**src/rtl/instr_prefetch.sv**
```systemverilog
// Instruction prefetch queue: sequential fetch with one-cycle memory latency and redirect flush.
// Optional PREFETCH_STATS_EN adds saturating redirect / empty-cycle counters.
module instr_prefetch #(
  parameter int unsigned DEPTH    = 4,
  parameter logic [31:0] RESET_PC = 32'h0000_0000,
  parameter logic [31:0] PC_STEP  = 32'd4
) (
  input  logic        clk,
  input  logic        reset_s,
  output logic        in_mem_en,
  output logic [31:0] in_mem_addr,
  input  logic [31:0] in_mem,
  input  logic        redirect,
  input  logic [31:0] redirect_pc,
  output logic        instr_valid,
  output logic [31:0] instr,
  output logic [31:0] instr_pc,
  input  logic        instr_ready
`ifdef PREFETCH_STATS_EN
  ,
  output logic [15:0] stat_redirects,
  output logic [15:0] stat_empty_cycles
`endif
);

  localparam int unsigned PtrW = $clog2(DEPTH);
  localparam int unsigned CntW = PtrW + 1;
  localparam logic [CntW:0] DepthW = (CntW + 1)'(DEPTH);

  typedef enum logic [1:0] {StBoot, StRun, StFlush} state_e;

  state_e            state_q, state_d;
  logic [31:0]       fetch_pc_q, fetch_pc_d;
  logic              inflight_q, inflight_d;
  logic [31:0]       infl_pc_q, infl_pc_d;
  logic [PtrW-1:0]   wptr_q, wptr_d;
  logic [PtrW-1:0]   rptr_q, rptr_d;
  logic [CntW-1:0]   count_q, count_d;
  logic [31:0]       data_q [DEPTH];
  logic [31:0]       pcs_q  [DEPTH];

  logic              push;
  logic              pop;
  logic [CntW:0]     used;

  // A returning word is dropped if a redirect lands in its arrival cycle.
  assign push = inflight_q & ~redirect;
  assign pop  = instr_valid & instr_ready;
  assign used = {1'b0, count_q} + (CntW + 1)'(inflight_q);

  assign instr_valid = (count_q != '0);
  assign instr       = instr_valid ? data_q[rptr_q] : 32'h0;
  assign instr_pc    = instr_valid ? pcs_q[rptr_q]  : 32'h0;
  assign in_mem_addr = fetch_pc_q;

  always_comb begin
    in_mem_en = 1'b0;
    state_d   = state_q;
    unique case (state_q)
      StBoot:  state_d = StRun;
      StRun: begin
        state_d   = StRun;
        in_mem_en = ~redirect & (used < DepthW);
      end
      StFlush: state_d = StRun;
      default: state_d = StBoot;
    endcase
    if (redirect) state_d = StFlush;
  end

  always_comb begin
    fetch_pc_d = fetch_pc_q;
    inflight_d = in_mem_en;
    infl_pc_d  = fetch_pc_q;
    wptr_d     = wptr_q;
    rptr_d     = rptr_q;
    count_d    = count_q;
    if (redirect) begin
      fetch_pc_d = redirect_pc;
      inflight_d = 1'b0;
      wptr_d     = '0;
      rptr_d     = '0;
      count_d    = '0;
    end else begin
      if (in_mem_en) fetch_pc_d = fetch_pc_q + PC_STEP;
      if (push) wptr_d = wptr_q + PtrW'(1);
      if (pop)  rptr_d = rptr_q + PtrW'(1);
      case ({push, pop})
        2'b10:   count_d = count_q + CntW'(1);
        2'b01:   count_d = count_q - CntW'(1);
        default: count_d = count_q;
      endcase
    end
  end

  always_ff @(posedge clk or negedge reset_s) begin
    if (!reset_s) begin
      state_q    <= StBoot;
      fetch_pc_q <= RESET_PC;
      inflight_q <= 1'b0;
      infl_pc_q  <= 32'h0;
      wptr_q     <= '0;
      rptr_q     <= '0;
      count_q    <= '0;
    end else begin
      state_q    <= state_d;
      fetch_pc_q <= fetch_pc_d;
      inflight_q <= inflight_d;
      infl_pc_q  <= infl_pc_d;
      wptr_q     <= wptr_d;
      rptr_q     <= rptr_d;
      count_q    <= count_d;
    end
  end

  // Storage needs no reset: outputs are gated by the occupancy count.
  always_ff @(posedge clk) begin
    if (push) begin
      data_q[wptr_q] <= in_mem;
      pcs_q[wptr_q]  <= infl_pc_q;
    end
  end

`ifdef PREFETCH_STATS_EN
  logic [15:0] redirects_q, redirects_d;
  logic [15:0] empty_q, empty_d;

  always_comb begin
    redirects_d = redirects_q;
    empty_d     = empty_q;
    if (redirect && redirects_q != 16'hFFFF) redirects_d = redirects_q + 16'd1;
    if (state_q == StRun && !instr_valid && empty_q != 16'hFFFF) empty_d = empty_q + 16'd1;
  end

  always_ff @(posedge clk or negedge reset_s) begin
    if (!reset_s) begin
      redirects_q <= 16'h0;
      empty_q     <= 16'h0;
    end else begin
      redirects_q <= redirects_d;
      empty_q     <= empty_d;
    end
  end

  assign stat_redirects    = redirects_q;
  assign stat_empty_cycles = empty_q;
`endif

endmodule
```
**config.mk**
```make
export PLATFORM = sky130hd
export DESIGN_NAME = instr_prefetch
export DESIGN_NICKNAME = d
export VERILOG_FILES = /design/src/rtl/instr_prefetch.sv
export SDC_FILE = /design/constraint.sdc
export NUM_CORES = 1
export LEC_CHECK = 0
export CAP_MARGIN = 20
export CELL_PAD_IN_SITES_DETAIL_PLACEMENT = 1
export CELL_PAD_IN_SITES_GLOBAL_PLACEMENT = 2
export CORE_ASPECT_RATIO = 1.5
export CORE_MARGIN = 2
export CORE_UTILIZATION = 41
export DETAILED_ROUTE_END_ITERATION = 10
export PLACE_DENSITY = 0.86
export SETUP_SLACK_MARGIN = 0.1
export SLEW_MARGIN = 25
export SYNTH_ARGS = -nofsm -noshare
export SYNTH_HDL_FRONTEND = slang
export SYNTH_SLANG_ARGS = --single-unit
```
**constraint.sdc**
```tcl
create_clock -name clk -period 3.8 [get_ports clk]
set_input_delay 0.38 -clock clk [delete_from_list [all_inputs] [get_ports clk]]
set_output_delay 0.38 -clock clk [all_outputs]
set_load 0.01 [all_outputs]
```
==> results_dict.tcl <==
set metrics [dict create \
    powerDensity_mw_per_mm2 623 \
    slew_headroom_pct 50.8 \
    grt_pass1_vias 7763 \
    gp_congestion 0.741 \
    top_layer "met4" \
    rows 79 \
    first_pass_iters 4 \
    final.setup.tns_ps 0 \
    synth_top_cell_by_area "edfxtp_1" \
    antennaDiodeCount 0 \
    wl_met2_mm 16.2 \
    die_width_um 149 \
    slowest_stage "dfrtp_4" \
    grt_pass1_wl_mm 45.6 \
    cap_violations 0 \
    min_period_over_period_pct 84.8 \
    syn_avg_cell_area_um2 18.3 \
    drt_wl_total_mm 29.5 \
    wire_per_inst_um 22.4 \
    path_cells "buf_12, mux4_2, and2_1, clkdlybuf4s50_1" \
    hold_violations 0 \
    cts_max_level 1 \
    synth_top_area_share_pct 59.3 \
    drc 0 \
    rsz0062_at_grt "false" \
    initial_utilization_pct 41.8 \
    cp-start-kind "flop" \
    irDropWorstVdd_uv 342 \
    synth_edf_count 256 \
    yosysSeqAreaShare_pct 73.6 \
    yosys-top-cells-area "edfxtp_1 (59%), dfrtp_1 (14%), mux4_2 (11%)" \
    numCtsBuffers 30 \
    portBuffers 165 \
    drt_iter0_markers 330 \
    max_freq_ghz 0.310 \
    cp.required_ps 3420 \
    cts_root_buf "clkbuf_16" \
    vias_per_cell 5.31 \
    met3_wirelength_um 966 \
    fin_crit_ps 3220 \
    met1_length_mm 11.6 \
    clock-sinks 330 \
    antenna_left 0 \
    nNetsFinal 962 \
    grt_max_degree 75 \
    synth_warnings 0 \
    status "completed" \
    yosys-top-cells-count "edfxtp_1 (256), dfrtp_1 (74), and2_1 (71)" \
    async_reset_ff_share_pct 22.4 \
    ios 166 \
    setup_viol 0 \
    worstPathArrival_ps 2840 \
    drv_slew 0 \
    fp.dieH_um 222 \
    synth_cells 709 \
    ys.flop_type "edfxtp_1" \
    critPathTopFamily "buffers and inverters" \
    synth.most_common_cell "edfxtp_1" \
    post_cts_buffers 0 \
    critPathBufInv 2 \
    synth_nets 783 \
    hold_path.class "in2reg" \
    antenna_found_initial 0 \
    crit_type "reg2out" \
    leakagePower_nw 5.51 \
    via_count 6998 \
    worst_pin_slew_ps 738 \
    mappedNetlistArea_mm2 0.0130 \
    path_clk_slew_ps 70 \
    core_mm2 0.0310 \
    critPathMaxStageDelay_ps 730 \
    cts_tree "built" \
    dp_hpwl_mm 18.9 \
    clock_path_buffers 3 \
    drive_above_1_share_pct 16.1 \
    track_usage_pct 18.1 \
    syn_to_final_growth_pct 25.0 \
    dieArea_mm2 0.0331 \
    end_kind "output pin" \
    worstSkewPairLatency_ps 550 \
    crit_fanout 24 \
    globalRouteOverflowTotal 0 \
    yosys.cell_types.count 52 \
    worst_hold_slack_ps 140 \
    synth_seq_cells 330 \
    skew_ps 19.1 \
]
==> through the flow <==
stage	setup WS (ps)	cell area, um2	total power (W)	instances	util [%]
after floorplan	1100	13000	0.00568	709	-
after global placement	1110	15100	0.00703	1260	48.7
after detailed placement	1080	15100	0.00708	1260	48.7
after CTS	464	16200	0.0102	1316	52.1
after global routing	385	16200	0.0105	1317	52.2
final	576	16200	0.0101	1317	52.2
==> registers in the layout (all words and copies together) (netlist names) <==
| register | cells |
|---|---|
| state_q | 2 |
| inflight_q | 1 |
| data_q | 128 |
| infl_pc_q | 32 |
| rptr_q | 2 |
| count_q | 3 |
| wptr_q | 2 |
| in_mem_addr | 32 |
| pcs_q | 128 |
==> routing by layer <==
| layer | track usage, % | vias to the layer above |
|---|---|---|
| met5 | 0 | - |
| met4 | 5.50 | 0 |
| met3 | 1.91 | 47 |
| met2 | 34.1 | 181 |
| met1 | 21.6 | 3601 |
| li1 | - | 3169 |
==> cells in the final DEF, fill, tap and decap left out, types with 10 or more instances in the layout <==
cell type,netlist,final
and2_1,71,67
buf_4,2,17
clkbuf_16,0,36
clkdlybuf4s50_1,0,163
dfrtp_1,74,72
edfxtp_1,256,256
mux4_2,64,64
nand2_1,31,31
nand3_1,17,17
nor2_1,10,10
nor3_1,10,10
o211ai_1,10,10
==> path summary, 6_finish.rpt <==
kind / startpoint / end / slack (ps) / cells past startpoint
setup / recovery: rptr_q[0] / instr[26] / 580 / 4
hold / removal: redirect / state_q[1] / 140 / 1
setup reg to reg: in_mem_addr[6] / in_mem_addr[23] / 1440 / 4
hold reg to reg: in_mem_addr[1] / infl_pc_q[1] / 410 / 0
max in group asynchronous: reset_s / rptr_q[1] / 2710 / 2
min in group asynchronous: reset_s / infl_pc_q[1] / 470 / 2
==> power breakdown <==
group          switching, W  leakage, nW  internal, W
registers          0.000246         3.22      0.00405
clock network       0.00128        0.519      0.00187
logic               0.00111         1.78      0.00153
total               0.00263         5.51      0.00745
==> final cells by class <==
cell class,instances,area [um2]
Clock buffer,46,958
Clock inverter,10,100
Fill cell,2903,14800
Inverter,9,33.8
Multi-Input combinational cell,332,3220
Sequential cell,330,9550
Tap cell,405,507
Timing Repair Buffer,185,1830
==> repair_timing <==
item                                   in CTS  in global routing
setup endpoints to repair                   0                  0
endpoints found under the hold margin       0                 74
hold buffers                                0                  1
gates resized for setup                     0                  0
==> cell families (layout without fill, tap and decap cells) <==
group	after synthesis	count (layout)	share of synthesized area [%]
AO/OA/AOI/OAI	63	63	3.68
XOR/XNOR	4	4	0.270
adder cells (fa/ha/maj)	6	6	0.637
buffers and inverters	47	250	1.63
flip-flops	330	330	73.6
multiplexers	69	69	11.5
AND/OR/NAND/NOR	190	190	8.65
Power figures use the tool's default switching activity.
